## src/rtl/fft_stream_bridge.sv

```systemverilog
// fft_stream_bridge
//   Loads one frame of N samples from a valid/ready input stream into the FFT sample
//   RAM, pulses o_load_done, waits for i_calc_end, then drains N result words from
//   RAM onto a valid/ready output stream through a 2-entry skid buffer.
//
// Ports
//   i_clk, i_rstn                  clock, asynchronous active-low reset
//   i_n_samples                    frame length N, sampled on the first beat of a frame
//   i_s_valid/o_s_ready/i_s_data   input sample stream; i_s_last is checked only
//   o_ram_we/o_ram_waddr/o_ram_wdata  combinational RAM write port
//   o_load_done                    1-cycle pulse after the final sample is written
//   i_calc_end                     FFT done; honoured only while waiting for it
//   o_ram_re/o_ram_raddr           RAM read port; i_ram_rdata valid one cycle later
//   o_m_valid/i_m_ready/o_m_data/o_m_last  result stream
//   o_busy                         not idle
//   o_err_cfg                      1-cycle pulse: first beat carried an illegal N
//   o_err_last                     sticky i_s_last framing error, cleared by next frame
module fft_stream_bridge #(
  parameter int unsigned SAMPLE_W = 16,
  parameter int unsigned DATA_W   = 32,
  parameter int unsigned ADDR_W   = 12
) (
  input  logic                i_clk,
  input  logic                i_rstn,
  input  logic [ADDR_W:0]     i_n_samples,
  input  logic                i_s_valid,
  output logic                o_s_ready,
  input  logic [SAMPLE_W-1:0] i_s_data,
  input  logic                i_s_last,
  output logic                o_ram_we,
  output logic [ADDR_W-1:0]   o_ram_waddr,
  output logic [SAMPLE_W-1:0] o_ram_wdata,
  output logic                o_load_done,
  input  logic                i_calc_end,
  output logic                o_ram_re,
  output logic [ADDR_W-1:0]   o_ram_raddr,
  input  logic [DATA_W-1:0]   i_ram_rdata,
  output logic                o_m_valid,
  input  logic                i_m_ready,
  output logic [DATA_W-1:0]   o_m_data,
  output logic                o_m_last,
  output logic                o_busy,
  output logic                o_err_cfg,
  output logic                o_err_last
);

  localparam int unsigned CW = ADDR_W + 1;

  localparam logic [1:0] StIdle  = 2'd0;
  localparam logic [1:0] StLoad  = 2'd1;
  localparam logic [1:0] StWait  = 2'd2;
  localparam logic [1:0] StDrain = 2'd3;

  localparam logic [CW-1:0] NMin = CW'(2);
  localparam logic [CW-1:0] NMax = {1'b1, {ADDR_W{1'b0}}};

  logic [1:0]    state_q, state_d;
  logic [CW-1:0] n_q, n_d;
  logic [CW-1:0] wr_cnt_q, wr_cnt_d;
  logic [CW-1:0] rd_cnt_q, rd_cnt_d;
  logic          load_done_q, load_done_d;
  logic          err_cfg_q, err_cfg_d;
  logic          err_last_q, err_last_d;
  logic          rd_pend_q, rd_pend_last_q;
  // Keeps o_s_ready low while reset is asserted so every output reads 0 in reset.
  logic          out_en_q;

  logic [DATA_W-1:0] buf_data_q [2];
  logic [1:0]        buf_last_q;
  logic              buf_wptr_q, buf_rptr_q;
  logic [1:0]        buf_cnt_q;

  logic s_ready, accept, n_legal, final_beat;
  logic m_valid, pop, push, rd_issue;
  logic [1:0] occupancy;

  assign s_ready    = out_en_q & ((state_q == StIdle) | (state_q == StLoad));
  assign accept     = i_s_valid & s_ready;
  assign n_legal    = (i_n_samples >= NMin) && (i_n_samples <= NMax);
  assign final_beat = (wr_cnt_q == n_q - CW'(1));

  assign m_valid   = (buf_cnt_q != 2'd0);
  assign pop       = m_valid & i_m_ready;
  assign push      = rd_pend_q;
  assign occupancy = buf_cnt_q + {1'b0, rd_pend_q};
  // A slot freed by this cycle's pop counts as free, which sustains one beat per cycle.
  assign rd_issue  = (state_q == StDrain) && (rd_cnt_q < n_q) && ((occupancy < 2'd2) || pop);

  // Beats carrying an illegal N are accepted and dropped, so they never reach the RAM.
  assign o_s_ready   = s_ready;
  assign o_ram_we    = accept & ((state_q == StLoad) | n_legal);
  assign o_ram_waddr = wr_cnt_q[ADDR_W-1:0];
  assign o_ram_wdata = i_s_data;
  assign o_ram_re    = rd_issue;
  assign o_ram_raddr = rd_cnt_q[ADDR_W-1:0];
  assign o_m_valid   = m_valid;
  assign o_m_data    = m_valid ? buf_data_q[buf_rptr_q] : '0;
  assign o_m_last    = m_valid & buf_last_q[buf_rptr_q];
  assign o_busy      = (state_q != StIdle);
  assign o_load_done = load_done_q;
  assign o_err_cfg   = err_cfg_q;
  assign o_err_last  = err_last_q;

  always_comb begin
    state_d     = state_q;
    n_d         = n_q;
    wr_cnt_d    = wr_cnt_q;
    rd_cnt_d    = rd_cnt_q;
    load_done_d = 1'b0;
    err_cfg_d   = 1'b0;
    err_last_d  = err_last_q;
    unique case (state_q)
      StIdle: begin
        if (accept) begin
          if (n_legal) begin
            n_d        = i_n_samples;
            wr_cnt_d   = CW'(1);
            // Beat 0 is never the final beat since N >= 2.
            err_last_d = i_s_last;
            state_d    = StLoad;
          end else begin
            err_cfg_d = 1'b1;
          end
        end
      end
      StLoad: begin
        if (accept) begin
          if (final_beat) begin
            err_last_d  = err_last_q | ~i_s_last;
            load_done_d = 1'b1;
            wr_cnt_d    = '0;
            state_d     = StWait;
          end else begin
            err_last_d = err_last_q | i_s_last;
            wr_cnt_d   = wr_cnt_q + CW'(1);
          end
        end
      end
      StWait: begin
        if (i_calc_end) state_d = StDrain;
      end
      StDrain: begin
        if (rd_issue) rd_cnt_d = rd_cnt_q + CW'(1);
        if (pop && buf_last_q[buf_rptr_q]) begin
          rd_cnt_d = '0;
          state_d  = StIdle;
        end
      end
      default: state_d = StIdle;
    endcase
  end

  always_ff @(posedge i_clk or negedge i_rstn) begin
    if (!i_rstn) begin
      state_q        <= StIdle;
      n_q            <= '0;
      wr_cnt_q       <= '0;
      rd_cnt_q       <= '0;
      load_done_q    <= 1'b0;
      err_cfg_q      <= 1'b0;
      err_last_q     <= 1'b0;
      rd_pend_q      <= 1'b0;
      rd_pend_last_q <= 1'b0;
      out_en_q       <= 1'b0;
    end else begin
      state_q        <= state_d;
      n_q            <= n_d;
      wr_cnt_q       <= wr_cnt_d;
      rd_cnt_q       <= rd_cnt_d;
      load_done_q    <= load_done_d;
      err_cfg_q      <= err_cfg_d;
      err_last_q     <= err_last_d;
      rd_pend_q      <= rd_issue;
      rd_pend_last_q <= (rd_cnt_q == n_q - CW'(1));
      out_en_q       <= 1'b1;
    end
  end

  // Two-entry result buffer; occupancy plus reads in flight never exceeds two.
  always_ff @(posedge i_clk or negedge i_rstn) begin
    if (!i_rstn) begin
      buf_data_q[0] <= '0;
      buf_data_q[1] <= '0;
      buf_last_q    <= '0;
      buf_wptr_q    <= 1'b0;
      buf_rptr_q    <= 1'b0;
      buf_cnt_q     <= '0;
    end else begin
      if (push) begin
        buf_data_q[buf_wptr_q] <= i_ram_rdata;
        buf_last_q[buf_wptr_q] <= rd_pend_last_q;
        buf_wptr_q             <= ~buf_wptr_q;
      end
      if (pop) buf_rptr_q <= ~buf_rptr_q;
      buf_cnt_q <= buf_cnt_q + {1'b0, push} - {1'b0, pop};
    end
  end

endmodule

```

## config.mk

```make
export PLATFORM = sky130hd
export DESIGN_NAME = fft_stream_bridge
export DESIGN_NICKNAME = d
export VERILOG_FILES = /design/src/rtl/fft_stream_bridge.sv
export SDC_FILE = /design/constraint.sdc
export NUM_CORES = 1
export LEC_CHECK = 0
export ABC_CLOCK_PERIOD_IN_PS = 2800
export BUFFER_PORTS_ARGS = -buffer_cell sky130_fd_sc_hd__buf_2
export CAP_MARGIN = 10
export CORE_ASPECT_RATIO = 0.5
export CORE_MARGIN = 1.5
export CORE_UTILIZATION = 45
export DETAILED_ROUTE_END_ITERATION = 8
export PLACE_DENSITY_LB_ADDON = 0.1
export SETUP_SLACK_MARGIN = 0.15
export SYNTH_ARGS = -nofsm -noshare
export SYNTH_HDL_FRONTEND = slang
export SYNTH_SLANG_ARGS = --single-unit
```

## constraint.sdc

```tcl
create_clock -name i_clk -period 2.8 [get_ports i_clk]
set_input_delay 0.14 -clock i_clk [delete_from_list [all_inputs] [get_ports i_clk]]
set_output_delay 0.14 -clock i_clk [all_outputs]
set_load 0.02 [all_outputs]
```

==> results.ini, run 1 <==
[floorplanning]
rows = 31
die_h_um = 90.5
core_mm2 = 0.0147
fp.dieW_um = 178
start_util = 0.469
ioPinCount = 148
die-area_mm2 = 0.0161

[synthesis]
synth_fp_nets = 748
synth_top_flop_cell = dfrtp_1
syn-cell-area_mm2 = 0.00689
avgSynthCellArea_um2 = 10.5
yosysWarnings = 0
synth-edff-count = 0
synth_cell_type_count = 64
yosysSeqAreaShare = 0.425
ys_seq_elements = 117
netlist_instances = 659
async_flop_share = 1.00

[route]
route.detailed.drc = 0
wirelength_um = 17600
via_per_inst = 5.33
ant_nets = 0
drt-pass1-iter-count = 5
vias = 5573
wl_per_cell_um = 16.8
first_iter_violations = 308

[critical_path]
required_ns = 3.10
critPathCaptureType = register
cp-start-kind = register
cp_data_arrival_time_ns = 3.14
cp_max_fo = 6
crit_type = register to register

[timing]
period_share = 1.01
worst_slew_pin_slew_ns = 0.933
slew_violations = 0
hold_viol = 0
rsz0062_at_grt = yes
fmax_mhz = 352
setup_violations = 11
setup_ws_ns = -0.0406
fin_crit_ns = 2.84
fin_worst_skew_ns = 0.00962
slew_headroom = 0.375

[layout]
area_delta_synth_final_pct = 33.9
drive_above_1_share = 0.420
fin_area_mm2 = 0.00923
diodes = 0
layout.nets = 924
layout.cells.non_filler = 1046

[grt]
grt_pass1_vias = 5276
grtUsageTotal = 0.223
grt_max_degree = 41
antenna_found_initial = 0
grt_first_pass_wirelength_um = 27700
gr-total-overflow = 0

[cts]
clock_path_buffers = 2
cts-root-buf = clkbuf_16
clock_latency_ns = 0.41
htree_levels = 4
cts_tree = done
clkTransAtPathRegs_ns = 0.06
cts_sinks = 117
cts-buffers-inserted = 17

[status]
violations = setup timing
outcome = finished, violations left

[placed_design]
hpwl_um = 12200
place_area_mm2 = 0.00782
dp_cells = 961
place_congestion = 0.965
port_buffers = 115
pre_cts_ws_ns = -0.108

[power]
cellPowerDensity_mw_per_mm2 = 587
ir_drop_uv = 375
total_leakage_power_nw = 4.47

[job]
cap_violations = 0

[min_path]
hold_path.class = input pin to register

## critical path, cell delays in order (launching register included)
cell	delay (ns)
dfrtp_1	0.41
inv_2	0.09
ha_4	0.13
or3b_4	0.38
o311ai_2	0.22
o22a_1	0.16
or4b_4	0.47
or4_4	0.48
a21oi_4	0.17
buf_6	0.16
nor2_1	0.06
## final timing paths
path,start,endpoint,slack [ns],cells past startpoint
worst max-delay path,n_q[1],wr_cnt_q[10],-0.04,10
worst min-delay path,i_n_samples[12],n_q[12],0.04,3
worst max register to register,n_q[1],wr_cnt_q[10],-0.04,10
worst min register to register,buf_data_q[45],buf_data_q[45],0.50,1
max in group asynchronous,i_rstn,buf_data_q[47],1.79,3
min in group asynchronous,i_rstn,n_q[7],0.26,2
## cell usage after synthesis (3+ instances only)
cell	n	area (µm²)
buf_4	42	315
buf_2	4	20.0
o211ai_1	5	37.5
a21oi_1	20	100
o31ai_1	8	60.1
and3_1	5	31.3
xor2_1	14	123
nand4_1	9	56.3
a31oi_1	4	25.0
o21ai_0	10	50.1
inv_1	27	101
clkbuf_1	23	86.3
nor4_1	8	50.1
mux2_2	79	890
nand3b_1	4	30.0
xnor2_1	31	272
or4_1	13	97.6
nand3_1	13	65.1
buf_1	5	18.8
ha_1	22	275
nor2b_1	5	31.3
mux2i_1	34	340
nor3_1	7	35.0
and2_1	3	18.8
dfrtp_1	117	2930
a21o_1	3	22.5
nand2_1	29	109
nor2_1	70	263
## area by class of cell
class                   count  area [µm²]
clock inverters            14         170
well taps                 198         248
fillers                  1240        5470
multi-input cells         440        3680
clock buffers              18         429
repair buffers            232        1670
inverters                  27         101
flip-flops and latches    117        2930
## per-layer routing
metal / wire [µm] / GRT usage
met1: 8460 / 0.313
met2: 7970 / 0.344
met3: 924 / 0.0560
met4: 234 / 0.0546
met5: 0 / 0
## report_power, final
part / leakage, nW / switching [W] / total (W) / internal [W]
registers: 1.51 / 0.000114 / 0.00189 / 0.00177
logic: 2.68 / 0.000783 / 0.00132 / 0.000533
clock network: 0.285 / 0.000876 / 0.00221 / 0.00134
total: 4.47 / 0.00177 / 0.00542 / 0.00364
## state kept, by name, indices dropped and copies added, names as in the netlist, 2 cells and up
| name | count |
|---|---|
| buf_last_q | 2 |
| buf_cnt_q | 2 |
| rd_cnt_q | 13 |
| n_q | 13 |
| state_q | 2 |
| wr_cnt_q | 13 |
| buf_data_q | 64 |
## cells in the final DEF, fill, tap and decap left out, drive strengths merged, types with 7 or more instances in the layout
cell and count:
buf 184, dfrtp 117, mux2 79, nor2 71
dlygate4sd3 46, mux2i 34, inv 32, xnor2 31
nand2 29, ha 22, a21oi 21, clkbuf 20
xor2 14, or4 14, nand3 13, o21ai 10
nand4 9, nor4 9, o31ai 8, nor3 7
## cells by family after synthesis
logic type,after synthesis,share of synthesized area
AND/OR/NAND/NOR,183,0.137
XOR/XNOR,47,0.0637
buffers and inverters,102,0.0802
other,1,0.000544
AO/OA/AOI/OAI,74,0.0748
adder cells (fa/ha/maj),22,0.0399
multiplexers,113,0.178
flip-flops,117,0.425
## stage by stage
stage	TNS, ns	utilization	hold slack [ns]	power, W
after floorplan	-0.551	-	-0.156	0.00282
after detailed placement	-1.14	0.532	0.170	0.00318
after global routing	-1.56	0.628	0.0401	0.00568
after CTS	-0.327	0.608	0.0206	0.00548
after global placement	-0.392	0.532	0.162	0.00317
final	-0.305	0.628	0.0433	0.00542
## timing repair
| item | 4_1_cts | 5_1_grt |
|---|---|---|
| hold endpoints to repair | 114 | 0 |
| pin swaps | 5 | 14 |
| hold buffers | 46 | 0 |
| buffers inserted | 1 | 3 |
| resized for setup | 13 | 48 |
| gates cloned | 0 | 3 |
| setup endpoints to repair | 26 | 28 |
No activity file was read; power rests on OpenSTA's default activity.
==> run 2, diff against run 1 <==
==> constraint.sdc (replaced) <==
create_clock -name i_clk -period 2.8 [get_ports i_clk]
set_input_delay 0.56 -clock i_clk [delete_from_list [all_inputs] [get_ports i_clk]]
set_output_delay 0.56 -clock i_clk [all_outputs]
set_load 0.02 [all_outputs]
==> run 2 against run 1 <==
Against the previous run: the run still ends with setup timing left; clock skew rose by 0.0074 ns; register-to-register slack got worse by 0.11 ns; via count down 3.6%; final cell count shrank 2.4%; design area fell by 2.2%; flip-flop and latch count stayed put; global-route usage shrank 0.68 points.
==> results.ini, run 2 (synthesized netlist as in run 1, its figures left out) <==
[layout]
largest_reg_flops = 64
drive_above_1_share = 0.476
area_delta_synth_final_pct = 31.0
regArea_mm2 = 0.00293
multiInputGateArea_mm2 = 0.00379
diodes = 0
layout.cells.non_filler = 1021
layout.nets = 899
top_register = buf_data_q
final_cell_mix = dfrtp_1, buf_2, mux2_2, buf_4, nor2_1
layout_commonest_cell = dfrtp_1
fillCellCount = 1251

[floorplanning]
ioPinCount = 148
start_util = 0.469
die_h_um = 90.5
rows = 31
fp.dieW_um = 178
core_mm2 = 0.0147
die-area_mm2 = 0.0161

[placed_design]
dp_cells = 974
place_congestion = 0.909
hpwl_um = 12000
port_buffers = 115

[grt]
gr-total-overflow = 0
grt_max_degree = 52
antenna_found_initial = 0
grt_first_pass_wirelength_um = 27300
grtUsageTotal = 0.216
grt_pass1_vias = 5330

[route]
via_per_inst = 5.26
ant_nets = 0
wirelength_um = 16700
drt-pass1-iter-count = 5
first_iter_violations = 329
wl_per_cell_um = 16.4
vias = 5371
route.detailed.drc = 0

[cts]
holdBufCountCts = 0
cts_sinks = 117
cts-buffers-inserted = 17
cts-root-buf = clkbuf_16
htree_levels = 4
clkTransAtPathRegs_ns = 0.06
cts_tree = done
clock_path_buffers = 2
clock_latency_ns = 0.41

[timing]
rsz0062_at_grt = yes
setup_violations = 21
fmax_mhz = 339
slew_headroom = 0.333
period_share = 1.05
slew_violations = 0
setup_tns_ns = -2.24
setup_ws_ns = -0.152
fin_crit_ns = 2.95
worst_slew_pin_slew_ns = 0.997
hold_viol = 0
fin_worst_skew_ns = 0.0171

[critical_path]
required_ns = 3.09
cp-start-kind = register
rr_worst_depth = 11
r2r_end = wr_cnt_q[11]
crit_type = register to register
reg2reg_slack_ns = -0.15
cp_max_fo = 6
worstSetupEndpoint = wr_cnt_q[11]
crit_start = n_q[1]
critPathCaptureType = register
cp_data_arrival_time_ns = 3.24
regToRegStartpoint = n_q[1]

[status]
violations = setup timing
outcome = finished, violations left

[job]
cap_violations = 0

[min_path]
hold_path.class = input pin to asynchronous set/reset pin

[power]
cellPowerDensity_mw_per_mm2 = 587
ir_drop_uv = 346
total_leakage_power_nw = 4.38

[run 2: final cells by class]
class	instances	area share
Clock buffer	17	0.0471
Inverter	27	0.0115
Timing Repair Buffer	207	0.153
Tap cell	198	0.0274
Sequential cell	117	0.325
Multi-Input combinational cell	440	0.420
Clock inverter	15	0.0161
[run 2: per-stage QoR]
step,cell area [µm²],worst slack (ns),total power (W),hold WS (ns),util
3_5_place_dp,7910,-0.263,0.00319,0.494,0.538
6_report,9030,-0.152,0.00530,0.140,0.614
5_1_grt,9030,-0.233,0.00558,0.180,0.614
3_3_place_gp,7910,-0.255,0.00318,0.487,0.538
4_1_cts,8720,-0.222,0.00536,0.159,0.593
2_1_floorplan,6960,-0.0511,0.00282,0.264,-
[run 2: worst min-delay path by stage]
stage	depth (start not counted)	to
3_5_place_dp	1	buf_data_q[36]
5_1_grt	1	n_q[6]
4_1_cts	1	n_q[3]
6_report	1	n_q[2]
2_1_floorplan	0	buf_cnt_q[0]
3_3_place_gp	1	buf_data_q[6]
[run 2: timing repair]
action / in CTS / in global routing
pin swaps: 23 / 35
resized for setup: 42 / 53
setup buffers: 7 / 7
cloned: 1 / 0
endpoints found under the setup margin: 31 / 32
[run 2: critical path, cell delays in order (launching register included)]
cell and delay (ns):
dfrtp_1 0.39, inv_2 0.08, buf_6 0.10, ha_4 0.12
or3b_4 0.41, o311ai_4 0.23, o22a_1 0.17, or4b_4 0.48
or4_4 0.48, a21oi_4 0.19, buf_6 0.15, nor2_1 0.04
[run 2: report_power, final]
| group | internal [W] | total [W] | leakage (nW) | switching [W] |
|---|---|---|---|---|
| logic | 0.000505 | 0.00128 | 2.60 | 0.000775 |
| clock network | 0.00124 | 0.00213 | 0.271 | 0.000886 |
| registers | 0.00177 | 0.00189 | 1.51 | 0.000119 |
| total | 0.00352 | 0.00530 | 4.38 | 0.00178 |
[run 2: routing by layer]
metal  up-vias  GRT usage  wire [µm]
met5         -          0          0
met3        27     0.0518        954
met2       150      0.353       7720
met1      2601      0.289       7850
met4         0     0.0504        210
li1       2593          -          -
